<file path="src/rtl/led_chase_pkg.sv">
// Shared encodings for the LED chase sequencer.
//   MODE_* : 2-bit direction mode select
//   state_e: run/stop FSM states
//   DIR_*  : ping-pong direction flag values
package led_chase_pkg;

   localparam int unsigned IDX_W = 4;

   localparam logic [1:0] MODE_UP   = 2'b00;
   localparam logic [1:0] MODE_DOWN = 2'b01;
   localparam logic [1:0] MODE_PP   = 2'b10;
   localparam logic [1:0] MODE_HOLD = 2'b11;

   typedef enum logic {
      S_STOP = 1'b0,
      S_RUN  = 1'b1
   } state_e;

   localparam logic DIR_UP   = 1'b0;
   localparam logic DIR_DOWN = 1'b1;

   localparam logic [IDX_W-1:0] IDX_MIN = 4'h0;
   localparam logic [IDX_W-1:0] IDX_MAX = 4'hF;

endpackage

</file>
<file path="src/rtl/led_chase_seq_prescaler.sv">
// Step prescaler: free-running 0..DIV-1 counter while run=1, held at 0 otherwise.
//   clk, rst : clock, async active-high reset
//   run      : count enable; low clears the counter
//   strobe   : high for the one cycle where count == DIV-1 (and run is high)
module step_prescaler #(
   parameter int unsigned DIV = 4
) (
   input  logic clk,
   input  logic rst,
   input  logic run,
   output logic strobe
);

   localparam int unsigned CW = (DIV > 1) ? $clog2(DIV) : 1;
   localparam logic [CW-1:0] LAST = CW'(DIV - 1);

   logic [CW-1:0] cnt;

   // Counter wraps at DIV-1; dropping run clears it so the next run starts a full period
   always_ff @(posedge clk or posedge rst) begin
      if (rst) begin
         cnt <= '0;
      end else if (!run) begin
         cnt <= '0;
      end else if (cnt == LAST) begin
         cnt <= '0;
      end else begin
         cnt <= cnt + CW'(1);
      end
   end

   // Gated by run so the stop cycle never issues a step
   assign strobe = run && (cnt == LAST);

endmodule

</file>
<file path="src/rtl/led_chase_seq.sv">
// LED chase sequencer: drives the 4-bit select of a 4-to-16 one-hot LED decoder.
//   clk, rst  : clock, async active-high reset (release assumed synchronous to clk)
//   en        : 1 = free-run at STEP_HZ, 0 = stopped
//   mode      : 00 up, 01 down, 10 ping-pong, 11 hold
//   step_req  : single-cycle pulse, one step while stopped
//   a,b,c,d   : index[3:0], MSB first, straight from flops
//   tick      : one-cycle pulse coincident with each index change
module led_chase_seq
   import led_chase_pkg::*;
#(
   parameter int unsigned CLK_FREQ_HZ = 50_000_000,
   parameter int unsigned STEP_HZ     = 4
) (
   input  logic       clk,
   input  logic       rst,
   input  logic       en,
   input  logic [1:0] mode,
   input  logic       step_req,
   output logic       a,
   output logic       b,
   output logic       c,
   output logic       d,
   output logic       tick
);

   localparam int unsigned DIV = CLK_FREQ_HZ / STEP_HZ;

   state_e           state, state_nx;
   logic [IDX_W-1:0] index, index_nx;
   logic             dir, dir_nx;
   logic             tick_nx;
   logic             strobe;
   logic             step;

   step_prescaler #(
      .DIV (DIV)
   ) u_prescaler (
      .clk    (clk),
      .rst    (rst),
      .run    ((state == S_RUN) && en),
      .strobe (strobe)
   );

   // Manual step only while stopped and not simultaneously starting
   assign step = strobe || ((state == S_STOP) && !en && step_req);

   // State, index, direction and tick registers
   always_ff @(posedge clk or posedge rst) begin
      if (rst) begin
         state <= S_STOP;
         index <= '0;
         dir   <= DIR_UP;
         tick  <= 1'b0;
      end else begin
         state <= state_nx;
         index <= index_nx;
         dir   <= dir_nx;
         tick  <= tick_nx;
      end
   end

   // Next-state and step rule; mode is only looked at on a step cycle
   always_comb begin
      state_nx = state;
      index_nx = index;
      dir_nx   = dir;
      tick_nx  = 1'b0;

      case (state)
         S_STOP:  if (en)  state_nx = S_RUN;
         S_RUN:   if (!en) state_nx = S_STOP;
         default: state_nx = S_STOP;
      endcase

      if (step) begin
         case (mode)
            MODE_UP: begin
               index_nx = index + IDX_W'(1);
               tick_nx  = 1'b1;
            end
            MODE_DOWN: begin
               index_nx = index - IDX_W'(1);
               tick_nx  = 1'b1;
            end
            MODE_PP: begin
               // Ends force the direction so no end value is ever repeated
               if (index == IDX_MAX) begin
                  dir_nx   = DIR_DOWN;
                  index_nx = index - IDX_W'(1);
               end else if (index == IDX_MIN) begin
                  dir_nx   = DIR_UP;
                  index_nx = index + IDX_W'(1);
               end else if (dir == DIR_UP) begin
                  index_nx = index + IDX_W'(1);
               end else begin
                  index_nx = index - IDX_W'(1);
               end
               tick_nx = 1'b1;
            end
            default: begin
               index_nx = index;
            end
         endcase
      end
   end

   assign a = index[3];
   assign b = index[2];
   assign c = index[1];
   assign d = index[0];

endmodule

</file>
<file path="config.mk">
export PLATFORM = sky130hd
export DESIGN_NAME = led_chase_seq
export DESIGN_NICKNAME = d
export VERILOG_FILES = /design/src/rtl/led_chase_pkg.sv /design/src/rtl/led_chase_seq_prescaler.sv /design/src/rtl/led_chase_seq.sv
export SDC_FILE = /design/constraint.sdc
export NUM_CORES = 1
export LEC_CHECK = 0
export CAP_MARGIN = 10
export CELL_PAD_IN_SITES_DETAIL_PLACEMENT = 1
export CELL_PAD_IN_SITES_GLOBAL_PLACEMENT = 1
export CORE_MARGIN = 2
export CORE_UTILIZATION = 36
export DETAILED_ROUTE_END_ITERATION = 8
export PLACE_DENSITY_LB_ADDON = 0.1
export SLEW_MARGIN = 20
export SYNTH_ARGS = -nofsm -noshare
export SYNTH_HDL_FRONTEND = slang
export SYNTH_SLANG_ARGS = --single-unit
</file>
<file path="constraint.sdc">
create_clock -name clk -period 5.93 [get_ports clk]
set_input_delay 1.186 -clock clk [delete_from_list [all_inputs] [get_ports clk]]
set_output_delay 1.186 -clock clk [all_outputs]
set_load 0.01 [all_outputs]
</file>
==> results of run 1 <==
per-layer routing:
metal	vias up	GRT usage, %
li1	693	-
met1	683	21.0
met2	35	27.0
met3	6	5.28
met4	0	8.73
met5	-	0
worst max-delay path, cell delays in order:
cell             delay (ns)
clkdlybuf4s50_1        0.53
inv_1                  0.07
ha_1                   0.27
nor2_1                 0.24
nor2_1                 0.08
a211o_1                0.27
a221o_2                0.36
a21o_1                 0.17
final cells by class:
class                      instances  area (um2)
fill                             566        2670
multi-input combinational        146         957
sequential                        31         776
timing repair buffer              11         108
tap                               67        83.8
clock buffer                       6        82.6
inverter                          11        41.3
clock inverter                     2        35.0
placed cells by master, fill, tap and decap left out, drive strengths merged, types with 2 or more instances in the layout:
| cell | instances |
|---|---|
| nor2 | 32 |
| or4b | 2 |
| nor3b | 2 |
| xor2 | 8 |
| inv | 11 |
| and3 | 6 |
| and2 | 2 |
| a211o | 2 |
| dfrtp | 31 |
| xnor2 | 14 |
| clkdlybuf4s50 | 10 |
| and4 | 2 |
| nor3 | 7 |
| nand3 | 10 |
| a21o | 2 |
| ha | 6 |
| o21ai | 2 |
| nand2 | 13 |
| a21oi | 3 |
| or4 | 2 |
| nor2b | 3 |
| or3 | 2 |
| clkbuf | 6 |
| nor4 | 4 |
| nand4 | 6 |
sequential cells by signal (all words and copies together) (netlist names):
register and flops:
index 4, u_prescaler.cnt 24, tick 1, state 1, dir 1
worst paths after layout:
kind,from,endpoint
setup / recovery,mode[0],index[3]
hold / removal,u_prescaler.cnt[0],u_prescaler.cnt[0]
setup reg to reg,u_prescaler.cnt[14],u_prescaler.cnt[3]
hold reg to reg,u_prescaler.cnt[0],u_prescaler.cnt[0]
max in group asynchronous,rst,u_prescaler.cnt[17]
min in group asynchronous,rst,dir
cells by family (layout without fill, tap and decap cells):
group,Yosys count,in the layout,share of synthesized area [%]
buffers and inverters,15,30,3.15
XOR/XNOR,22,22,10.8
flip-flops,31,31,43.4
adder cells (fa/ha/maj),6,6,4.20
AND/OR/NAND/NOR,99,99,29.9
multiplexers,2,2,1.19
AO/OA/AOI/OAI,17,17,7.48
Yosys cell counts, types with 2 or more instances:
| cell | count | area share [%] |
|---|---|---|
| nor2_1 | 32 | 6.7 |
| dfrtp_1 | 31 | 43 |
| xnor2_1 | 14 | 6.9 |
| nand2_1 | 13 | 2.7 |
| inv_1 | 11 | 2.3 |
| nand3_1 | 10 | 2.8 |
| xor2_1 | 8 | 3.9 |
| nor3_1 | 7 | 2.0 |
| and3_1 | 6 | 2.1 |
| ha_1 | 6 | 4.2 |
| nand4_1 | 6 | 2.1 |
| a21oi_1 | 3 | 0.84 |
| clkbuf_1 | 3 | 0.63 |
| nor2b_1 | 3 | 1.0 |
| nor4_1 | 3 | 1.0 |
| a211o_1 | 2 | 0.98 |
| a21o_1 | 2 | 0.84 |
| and2_1 | 2 | 0.70 |
| nor3b_1 | 2 | 0.84 |
| o21ai_0 | 2 | 0.56 |
| or4_1 | 2 | 0.84 |
where the power goes:
group           total, W  internal [W]  switching (W)
registers       0.000239      0.000221      0.0000181
clock network   0.000212      0.000136      0.0000765
logic          0.0000892     0.0000436      0.0000457
total           0.000540      0.000400       0.000140
metrics by stage:
step,util (%),cells
2_1_floorplan,-,192
3_3_place_gp,41.3,266
3_5_place_dp,41.3,266
4_1_cts,43.8,274
5_1_grt,43.8,274
6_report,43.8,274
==> results_tabular.tex, run 1 <==
\begin{tabular}{lr}
\hline
Metric & Value \\
\hline
\multicolumn{2}{l}{\textbf{Hold path}} \\
Type of the most critical hold path & register to register \\
Worst Hold Path Cells & 1 \\
\multicolumn{2}{l}{\textbf{STA}} \\
Sum Neg Setup Slack & 0 ns \\
Achievable frequency & between 300 and 400 MHz \\
Setup-failing EPs final & 0 \\
Final critical delay including setup and external delays & 3.00 ns \\
Setup repair after global routing missed its margin & false \\
Final Cycle Share & 50.6\% \\
Least-Margin Pin Slew & 0.726 ns \\
Skew final & 0.00261 ns \\
Final hold viol count & 0 \\
Number of max-slew violations in the final report & 0 \\
Relative slew slack & 51.5\% \\
Final critical-path setup slack & 2.93 ns \\
Final hold slack & just under 0.5 ns \\
\multicolumn{2}{l}{\textbf{Global routing}} \\
Number of global-route vias before repair & 1537 \\
Overflow left after global routing & 0 \\
First-pass GRT wire length & approximately 7.1 mm \\
Antenna violations before repair & 0 \\
Pin count of the biggest net entering global routing & 25 \\
Total track usage & 17.1\% \\
\multicolumn{2}{l}{\textbf{Setup path}} \\
Reg2reg setup slack & roughly 3.5 ns \\
Largest driver fanout on the critical path & 7 \\
Endpoint kind of the worst setup timing path & register \\
Type of element launching the critical path & input port \\
Critical path data arrival time & around 3.2 ns \\
Required time worst endpoint & 6.11 ns \\
Path type of the worst setup path & input port to register \\
Register-to-Register Path Depth & 5 \\
\multicolumn{2}{l}{\textbf{Power and ir drop}} \\
Power per cell area & around 260 nW/um2 \\
Overall power of the completed layout & $\sim$0.00054 W \\
Largest vdd supply drop & around 110 uV \\
Leak & 0.854 nW \\
\multicolumn{2}{l}{\textbf{Outcome}} \\
Outcome & finished clean \\
\multicolumn{2}{l}{\textbf{Final layout}} \\
Layout Nets & 218 \\
Post-route cell area & roughly 2100 um2 \\
Synth-to-Final Area Change & 16.4\% \\
Proportion of layout cells with a drive suffix above 1 & under 10\% \\
Number of diodes & 0 \\
\multicolumn{2}{l}{\textbf{Routing}} \\
Post-route DRC violation count & 0 \\
Average routed wire per standard cell & 14.9 um \\
Wire length on met2 & 2.01 mm \\
Post-Route M1 WL & $\sim$1.8 mm \\
Vias/cell & 5.17 \\
Initial detailed-routing violation count & 72 \\
Routed Wire Length & 4.08 mm \\
Vias post-DR & 1417 \\
Detailed-router iteration count before antenna repair & 4 \\
Final ANT Viol Nets & 0 \\
Max Used Layer & met4 \\
Routed length on met3 & 137 um \\
\multicolumn{2}{l}{\textbf{Job}} \\
Number of maximum-capacitance constraint violations & 0 \\
\multicolumn{2}{l}{\textbf{Yosys}} \\
Flip-flop cell with the highest count after synthesis & dfrtp\_1 \\
Yosys reg bits & 31 \\
Synthesized instance count & 192 \\
Async S/R FF share, synth & 100\% \\
Number of synthesized flops with an enable pin & 0 \\
Sequential-to-total area share from yosys stat & 43.4\% \\
Count of synthesis-stage warnings from yosys & 0 \\
Number of distinct library cells after synthesis & between 40 and 50 \\
Netlist area before placement & 1790 um2 \\
Post-synthesis net count & approximately 200 \\
Mean instance size in the synthesized netlist & 9.32 um2 \\
\multicolumn{2}{l}{\textbf{Placement}} \\
Setup Slack @ Placement & about 2.7 ns \\
Number of port buffers & 10 \\
Half-perimeter wire length after detailed placement & around 3 mm \\
Post-placement cell area & 1970 um2 \\
Final Wtd Congestion & 0.952 \\
\multicolumn{2}{l}{\textbf{Floorplan}} \\
DIE WIDTH & 74.5 um \\
Number of top-level pins & 11 \\
Full die area & 5550 um2 \\
Number of rows in the core area & 25 \\
Height of the die & 74.5 um \\
Starting utilization of the core area & 37.6\% \\
Core Area & 4750 um2 \\
\multicolumn{2}{l}{\textbf{CTS}} \\
Clock latency of the later-clocked register in the worst-skew pair & approximately 0.28 ns \\
Number of buffers added by the clock tree synthesis step & 5 \\
Num Clock Sinks & 31 \\
Hold-fix buffer count after cts & 0 \\
Clock transition at the registers of the reported paths & around 0.060 ns \\
Buffers from clock root to sink, at most & 2 \\
\# H-tree levels & 2 \\
Post-CTS Setup Bufs & 0 \\
CTS tree & yes \\
Cell at the root of the clock tree & clkbuf\_8 \\
CTS resizes & 0 \\
\hline
\end{tabular}
Note: power is estimated with default switching activity, not from simulation.
==> run 2: changes to the inputs <==
==> constraint.sdc (replaced) <==
create_clock -name clk -period 3 [get_ports clk]
set_input_delay 0.6 -clock clk [delete_from_list [all_inputs] [get_ports clk]]
set_output_delay 0.6 -clock clk [all_outputs]
set_load 0.01 [all_outputs]
==> run 2 against run 1 <==
Global-route usage increased by 0.56 points; die area unchanged; clock-buffer cell count increased by 2; clock power increased by 70%; sequential share of layout area increased by 0.18 points; sequential power increased by 97%; first-iteration DRC count decreased by 2.8%; non-clock buffer count increased by 1; routed wire length increased by 2.6%; critical path depth unchanged; combinational power increased by 97%; critical endpoint unchanged.
==> results_tabular.tex, run 2 (synthesis results as in run 1) <==
\begin{tabular}{lr}
\hline
Metric & Value \\
\hline
\multicolumn{2}{l}{\textbf{Outcome}} \\
Outcome & finished clean (unchanged) \\
\multicolumn{2}{l}{\textbf{Power and ir drop}} \\
Cell Int Power & 0.000732 W (was 0.000400 W) \\
Proportion of total power due to net switching & 27.4\% (was 26.0\%) \\
Proportion of power drawn by flip-flops and latches & 46.7\% (was 44.2\%) \\
Largest vdd supply drop & 218 uV (was 113 uV) \\
Leak & 0.849 nW (was 0.854 nW) \\
Logic gate share of total power & 17.5\% (was 16.5\%) \\
Fraction of power consumed by the clock network & 35.8\% (was 39.3\%) \\
Power per cell area & 486 nW/um2 (was 259 nW/um2) \\
Net switching power of the design & 0.000276 W (was 0.000140 W) \\
\multicolumn{2}{l}{\textbf{Setup path}} \\
Endpoint kind of the worst setup timing path & register (unchanged) \\
Type of element launching the critical path & input port (unchanged) \\
Largest driver fanout on the critical path & 7 (unchanged) \\
Required time worst endpoint & 3.17 ns (was 6.11 ns) \\
Path type of the worst setup path & input port to register (unchanged) \\
Critical path data arrival time & 2.58 ns (was 3.18 ns) \\
\multicolumn{2}{l}{\textbf{CTS}} \\
\# H-tree levels & 2 (unchanged) \\
Number of buffers added by the clock tree synthesis step & 5 (unchanged) \\
Clock transition at the registers of the reported paths & 0.07 ns (was 0.06 ns) \\
Clock latency of the later-clocked register in the worst-skew pair & 0.28 ns (about the same) \\
Hold-fix buffer count after cts & 0 (unchanged) \\
Post-CTS Setup Bufs & 0 (unchanged) \\
CTS resizes & 0 (unchanged) \\
Buffers from clock root to sink, at most & 2 (unchanged) \\
CTS tree & yes (unchanged) \\
Num Clock Sinks & 31 (unchanged) \\
Cell at the root of the clock tree & clkbuf\_8 (unchanged) \\
\multicolumn{2}{l}{\textbf{STA}} \\
Final critical delay including setup and external delays & 2.41 ns \\
Setup-failing EPs final & 0 (unchanged) \\
Skew final & 0.00364 ns (was 0.00261 ns) \\
Relative slew slack & 57.4\% (was 51.5\%) \\
Achievable frequency & 414 MHz \\
Final hold viol count & 0 (unchanged) \\
Setup repair after global routing missed its margin & false (unchanged) \\
Least-Margin Pin Slew & 0.635 ns (was 0.726 ns) \\
Final hold slack & 0.497 ns (was 0.493 ns) \\
Sum Neg Setup Slack & 0 ns (unchanged) \\
Number of max-slew violations in the final report & 0 (unchanged) \\
Final Cycle Share & roughly four fifths \\
\multicolumn{2}{l}{\textbf{Final layout}} \\
Leading cell type in the layout, fill and taps excluded & nor2\_1 (unchanged) \\
Number of diodes & 0 (unchanged) \\
Register ranked first by flip-flop count & u\_prescaler.cnt (unchanged) \\
Proportion of layout cells with a drive suffix above 1 & 8.17\% (was 8.21\%) \\
Number of flip-flops under the largest register name & 24 (unchanged) \\
Commonest non-fill, non-tap cells in the layout & nor2\_1, dfrtp\_1, xnor2\_1 (unchanged) \\
Layout Nets & 219 (was 218) \\
Synth-to-Final Area Change & 15.9\% (was 16.4\%) \\
Top flop regs & u\_prescaler.cnt x24, index x4 (unchanged) \\
\multicolumn{2}{l}{\textbf{Routing}} \\
Routed Wire Length & 4.18 mm (was 4.08 mm) \\
Final ANT Viol Nets & 0 (unchanged) \\
Vias post-DR & 1461 (was 1417) \\
Vias/cell & 5.31 (was 5.17) \\
Initial detailed-routing violation count & 70 (was 72) \\
Detailed-router iteration count before antenna repair & 4 (unchanged) \\
Post-route DRC violation count & 0 (unchanged) \\
Average routed wire per standard cell & 15.2 um (was 14.9 um) \\
\multicolumn{2}{l}{\textbf{Global routing}} \\
Met2 demand-to-capacity share in global routing & 29.3\% (was 27.0\%) \\
Grt met1 use & 21.7\% (was 21.0\%) \\
Overflow left after global routing & 0 (unchanged) \\
First-pass GRT wire length & 7.36 mm (was 7.07 mm) \\
Antenna violations before repair & 0 (unchanged) \\
Global route hottest layer & met2 (unchanged) \\
Total track usage & 17.7\% (was 17.1\%) \\
Met3 Resource Use GR & 4.20\% (was 5.28\%) \\
Pin count of the biggest net entering global routing & 25 (unchanged) \\
Number of global-route vias before repair & 1488 (was 1537) \\
\multicolumn{2}{l}{\textbf{Floorplan}} \\
Number of rows in the core area & 25 (unchanged) \\
Starting utilization of the core area & 37.6\% (unchanged) \\
Number of top-level pins & 11 (unchanged) \\
Core Area & 4750 um2 (unchanged) \\
DIE WIDTH & 74.5 um (unchanged) \\
Height of the die & 74.5 um (unchanged) \\
Full die area & 5550 um2 (unchanged) \\
\multicolumn{2}{l}{\textbf{Placement}} \\
Final Wtd Congestion & 0.973 (was 0.952) \\
Number of port buffers & 10 (unchanged) \\
Half-perimeter wire length after detailed placement & 3.15 mm (was 3.09 mm) \\
\multicolumn{2}{l}{\textbf{Hold path}} \\
Type of the most critical hold path & register to register (unchanged) \\
\multicolumn{2}{l}{\textbf{Job}} \\
Number of maximum-capacitance constraint violations & 0 (unchanged) \\
\hline
\end{tabular}
[run 2: cell types whose count changed in the layout (fill, tap and decap cells not counted), sizes merged]
cell	change
clkbuf	+2
buf	+1
clkinv	-1
bufinv	-1
[run 2: worst max-delay path: stages]
cell and delay, ns:
clkdlybuf4s50_1 0.51, inv_1 0.06, ha_1 0.27, nor2_1 0.24
nor2_1 0.09, a211o_1 0.28, a221o_2 0.36, a21o_1 0.18
[run 2: power groups by stage]
stage	logic [W]	registers (W)	clock network [W]
6_report	0.000176	0.000471	0.000361
5_1_grt	0.000198	0.000477	0.000389
4_1_cts	0.000179	0.000471	0.000375
3_5_place_dp	0.000178	0.000478	0
3_3_place_gp	0.000172	0.000479	0
2_1_floorplan	0.000107	0.000473	0
[run 2: final cells by class]
cell class	instances	area (um2)
Clock buffer	8	100
Sequential cell	31	776
Timing Repair Buffer	12	115
Inverter	11	41.3
Fill cell	571	2680
Tap cell	67	83.8
Multi-Input combinational cell	146	957
[run 2: metrics by stage]
stage	area (um2)	power [W]	utilization, %	instances	setup WS (ns)
6_report	2070	0.00101	43.6	275	0.586
3_3_place_gp	1970	0.000651	41.5	267	0.447
5_1_grt	2070	0.00106	43.6	275	0.501
4_1_cts	2070	0.00102	43.6	275	0.603
3_5_place_dp	1970	0.000656	41.5	267	0.312
2_1_floorplan	1790	0.000580	-	192	0.881
[run 2: path summary, 6_finish.rpt]
path	startpoint	to	slack [ns]	depth (start not counted)
setup / recovery	mode[0]	index[3]	0.59	8
hold / removal	u_prescaler.cnt[0]	u_prescaler.cnt[0]	0.50	1
setup reg to reg	u_prescaler.cnt[14]	index[2]	0.62	5
hold reg to reg	u_prescaler.cnt[0]	u_prescaler.cnt[0]	0.50	1
max in group asynchronous	rst	u_prescaler.cnt[14]	1.80	3
min in group asynchronous	rst	dir	0.57	2
[run 2: metal layers]
layer | vias to the layer above | wire length [um]
li1 | 698 | -
met1 | 731 | 1870
met2 | 24 | 2070
met3 | 8 | 110
met4 | 0 | 128
met5 | - | 0
==> run 3: changes to the inputs <==
==> constraint.sdc (replaced) <==
create_clock -name clk -period 2.4 [get_ports clk]
set_input_delay 0.48 -clock clk [delete_from_list [all_inputs] [get_ports clk]]
set_output_delay 0.48 -clock clk [all_outputs]
set_load 0.01 [all_outputs]
==> run 3 against run 2 <==
Final cell count increased by 1.8%; setup slack worse by 0.41 ns; via count grew 0.21%; sequential share of layout area shrank 0.97 points; clock-buffer cell count shrank 2; power up 33%; critical path type is now register to register; largest power group unchanged.
==> results_tabular.tex, run 3 (synthesis results as in run 1) <==
\begin{tabular}{lr}
\hline
Metric & Value \\
\hline
\multicolumn{2}{l}{\textbf{CTS}} \\
Clock transition at the registers of the reported paths & 0.07 ns (about the same) \\
Buffers from clock root to sink, at most & 2 (unchanged) \\
Clock latency of the later-clocked register in the worst-skew pair & 0.28 ns (about the same) \\
\# H-tree levels & 2 (unchanged) \\
Num Clock Sinks & 31 (unchanged) \\
CTS tree & yes (unchanged) \\
CTS resizes & 0 (unchanged) \\
Cell at the root of the clock tree & clkbuf\_8 (unchanged) \\
Number of buffers added by the clock tree synthesis step & 5 (unchanged) \\
\multicolumn{2}{l}{\textbf{Power and ir drop}} \\
Logic gate share of total power & 16.6\% (was 17.5\%) \\
Proportion of power drawn by flip-flops and latches & 44.0\% (was 46.7\%) \\
Leak & 0.885 nW (was 0.849 nW) \\
Proportion of total power due to net switching & 26.2\% (was 27.4\%) \\
Largest vdd supply drop & 351 uV (was 218 uV) \\
Overall power of the completed layout & 0.00134 W (was 0.00101 W) \\
Fraction of power consumed by the clock network & 39.4\% (was 35.8\%) \\
Net switching power of the design & 0.000351 W (was 0.000276 W) \\
Cell Int Power & 0.000991 W (was 0.000732 W) \\
Power per cell area & 631 nW/um2 (was 486 nW/um2) \\
\multicolumn{2}{l}{\textbf{Hold path}} \\
Type of the most critical hold path & input port to async pin (was register to register) \\
\multicolumn{2}{l}{\textbf{Final layout}} \\
Number of flip-flops under the largest register name & 24 (unchanged) \\
Proportion of layout cells with a drive suffix above 1 & 10.8\% (was 8.17\%) \\
Count of non-filler cells in the finished layout & 280 (was 275) \\
Register ranked first by flip-flop count & u\_prescaler.cnt (unchanged) \\
Commonest non-fill, non-tap cells in the layout & nor2\_1, dfrtp\_1, xnor2\_1 (unchanged) \\
Layout Nets & 224 (was 219) \\
Top flop regs & u\_prescaler.cnt x24, index x4 (unchanged) \\
Synth-to-Final Area Change & 19.0\% (was 15.9\%) \\
Number of diodes & 0 (unchanged) \\
Leading cell type in the layout, fill and taps excluded & nor2\_1 (unchanged) \\
\multicolumn{2}{l}{\textbf{STA}} \\
Number of max-slew violations in the final report & 0 (unchanged) \\
Final critical delay including setup and external delays & between 2 and 2.5 ns \\
Skew final & 0.00292 ns (was 0.00364 ns) \\
Setup-failing EPs final & 0 (unchanged) \\
Relative slew slack & 53.0\% (was 57.4\%) \\
Final hold viol count & 0 (unchanged) \\
Final Cycle Share & 92.6\% \\
Achievable frequency & about 450 MHz \\
Setup repair after global routing missed its margin & false (unchanged) \\
Least-Margin Pin Slew & 0.699 ns (was 0.635 ns) \\
\multicolumn{2}{l}{\textbf{Global routing}} \\
First-pass GRT wire length & 7.34 mm (was 7.36 mm) \\
Number of global-route vias before repair & 1596 (was 1488) \\
Total track usage & 17.4\% (was 17.7\%) \\
Pin count of the biggest net entering global routing & 25 (unchanged) \\
Antenna violations before repair & 0 (unchanged) \\
Overflow left after global routing & 0 (unchanged) \\
\multicolumn{2}{l}{\textbf{Routing}} \\
Initial detailed-routing violation count & 22 (was 70) \\
Post-route DRC violation count & 0 (unchanged) \\
Vias post-DR & 1464 (was 1461) \\
Average routed wire per standard cell & 15.1 um (was 15.2 um) \\
Routed Wire Length & 4.22 mm (was 4.18 mm) \\
Vias/cell & 5.23 (was 5.31) \\
Detailed-router iteration count before antenna repair & 4 (unchanged) \\
Final ANT Viol Nets & 0 (unchanged) \\
\multicolumn{2}{l}{\textbf{Floorplan}} \\
Core Area & 4750 um2 (unchanged) \\
Number of rows in the core area & 25 (unchanged) \\
Number of top-level pins & 11 (unchanged) \\
Height of the die & 74.5 um (unchanged) \\
Full die area & 5550 um2 (unchanged) \\
Starting utilization of the core area & 37.6\% (unchanged) \\
DIE WIDTH & 74.5 um (unchanged) \\
\multicolumn{2}{l}{\textbf{Setup path}} \\
Required time worst endpoint & 2.61 ns (was 3.17 ns) \\
Critical-path cell with the highest stage delay & or4\_1 (was clkdlybuf4s50\_1) \\
Path type of the worst setup path & register to register (was input port to register) \\
Type of element launching the critical path & register (was input port) \\
Endpoint kind of the worst setup timing path & register (unchanged) \\
Largest driver fanout on the critical path & 7 (unchanged) \\
Critical path data arrival time & 2.43 ns (was 2.58 ns) \\
Largest stage delay on the critical path & 0.58 ns (was 0.51 ns) \\
Critical-path cell list & or4\_1 > nor4\_4 > a32oi\_2 > or4b\_1 > nand4\_1 (was clkdlybuf4s50\_1 > inv\_1 > ha\_1 > nor2\_1 > nor2\_1 > a211o\_1 > a221o\_2 > a21o\_1) \\
\multicolumn{2}{l}{\textbf{Placement}} \\
Half-perimeter wire length after detailed placement & 3.14 mm (was 3.15 mm) \\
Number of port buffers & 10 (unchanged) \\
Final Wtd Congestion & 0.884 (was 0.973) \\
Instance count after placement with tap cells included & 271 (was 267) \\
\multicolumn{2}{l}{\textbf{Outcome}} \\
Outcome & finished clean (unchanged) \\
\multicolumn{2}{l}{\textbf{Job}} \\
Number of maximum-capacitance constraint violations & 0 (unchanged) \\
\hline
\end{tabular}
[run 3: layout make-up]
| class | instances | area [um2] |
|---|---|---|
| multi-input cells | 146 | 957 |
| clock buffers | 6 | 82.6 |
| repair buffers | 17 | 153 |
| clock inverters | 2 | 35.0 |
| flip-flops and latches | 31 | 776 |
| fillers | 587 | 2630 |
| well taps | 67 | 83.8 |
| inverters | 11 | 41.3 |
[run 3: per-stage QoR]
stage	setup WS, ns	instance area, um2	TNS, ns	util (%)	hold WS, ns
after global routing	0.0799	2130	0	44.8	0.511
after detailed placement	-0.0795	2000	-0.0795	42.1	0.486
after global placement	0.0235	2000	0	42.1	0.472
final	0.177	2130	0	44.8	0.456
after floorplan	0.281	1790	0	-	0.455
after CTS	0.0964	2120	0	44.6	0.464
[run 3: power by group through the flow]
stage          Sequential, W  Clock (W)  Combinational, W
6_report            0.000591   0.000529          0.000222
5_1_grt             0.000598   0.000569          0.000247
4_1_cts             0.000590   0.000548          0.000225
3_5_place_dp        0.000599          0          0.000223
3_3_place_gp        0.000597          0          0.000219
2_1_floorplan       0.000591          0          0.000133
[run 3: routing by layer]
| layer | wire length (um) | global-route usage [%] | up-vias | part of all wire (%) |
|---|---|---|---|---|
| li1 | - | - | 707 | - |
| met1 | 1890 | 20.9 | 725 | 45 |
| met2 | 2150 | 30.2 | 23 | 51 |
| met3 | 95 | 3.93 | 9 | 2.2 |
| met4 | 87 | 7.14 | 0 | 2.1 |
| met5 | 0 | 0 | - | 0 |
[run 3: path summary, 6_finish.rpt]
path	from	to	slack (ns)	cells after the start
max	u_prescaler.cnt[9]	index[2]	0.18	5
min	rst	state	0.46	2
max reg2reg	u_prescaler.cnt[9]	index[2]	0.18	5
min reg2reg	u_prescaler.cnt[0]	u_prescaler.cnt[0]	0.51	1
max in group asynchronous	rst	u_prescaler.cnt[5]	1.32	3
min in group clk	u_prescaler.cnt[0]	u_prescaler.cnt[0]	0.51	1
[run 3: what timing repair did]
action	4_1_cts	5_1_grt
hold buffers	0	0
buffers inserted	0	1
endpoints found under the setup margin	0	2
[run 3: critical path, delay by kind of cell (launching register included)]
| family | cells | cell delay, ns |
|---|---|---|
| AO/OA/AOI/OAI | 1 | 0.24 |
| flip-flops | 1 | 0.40 |
| AND/OR/NAND/NOR | 4 | 1.50 |
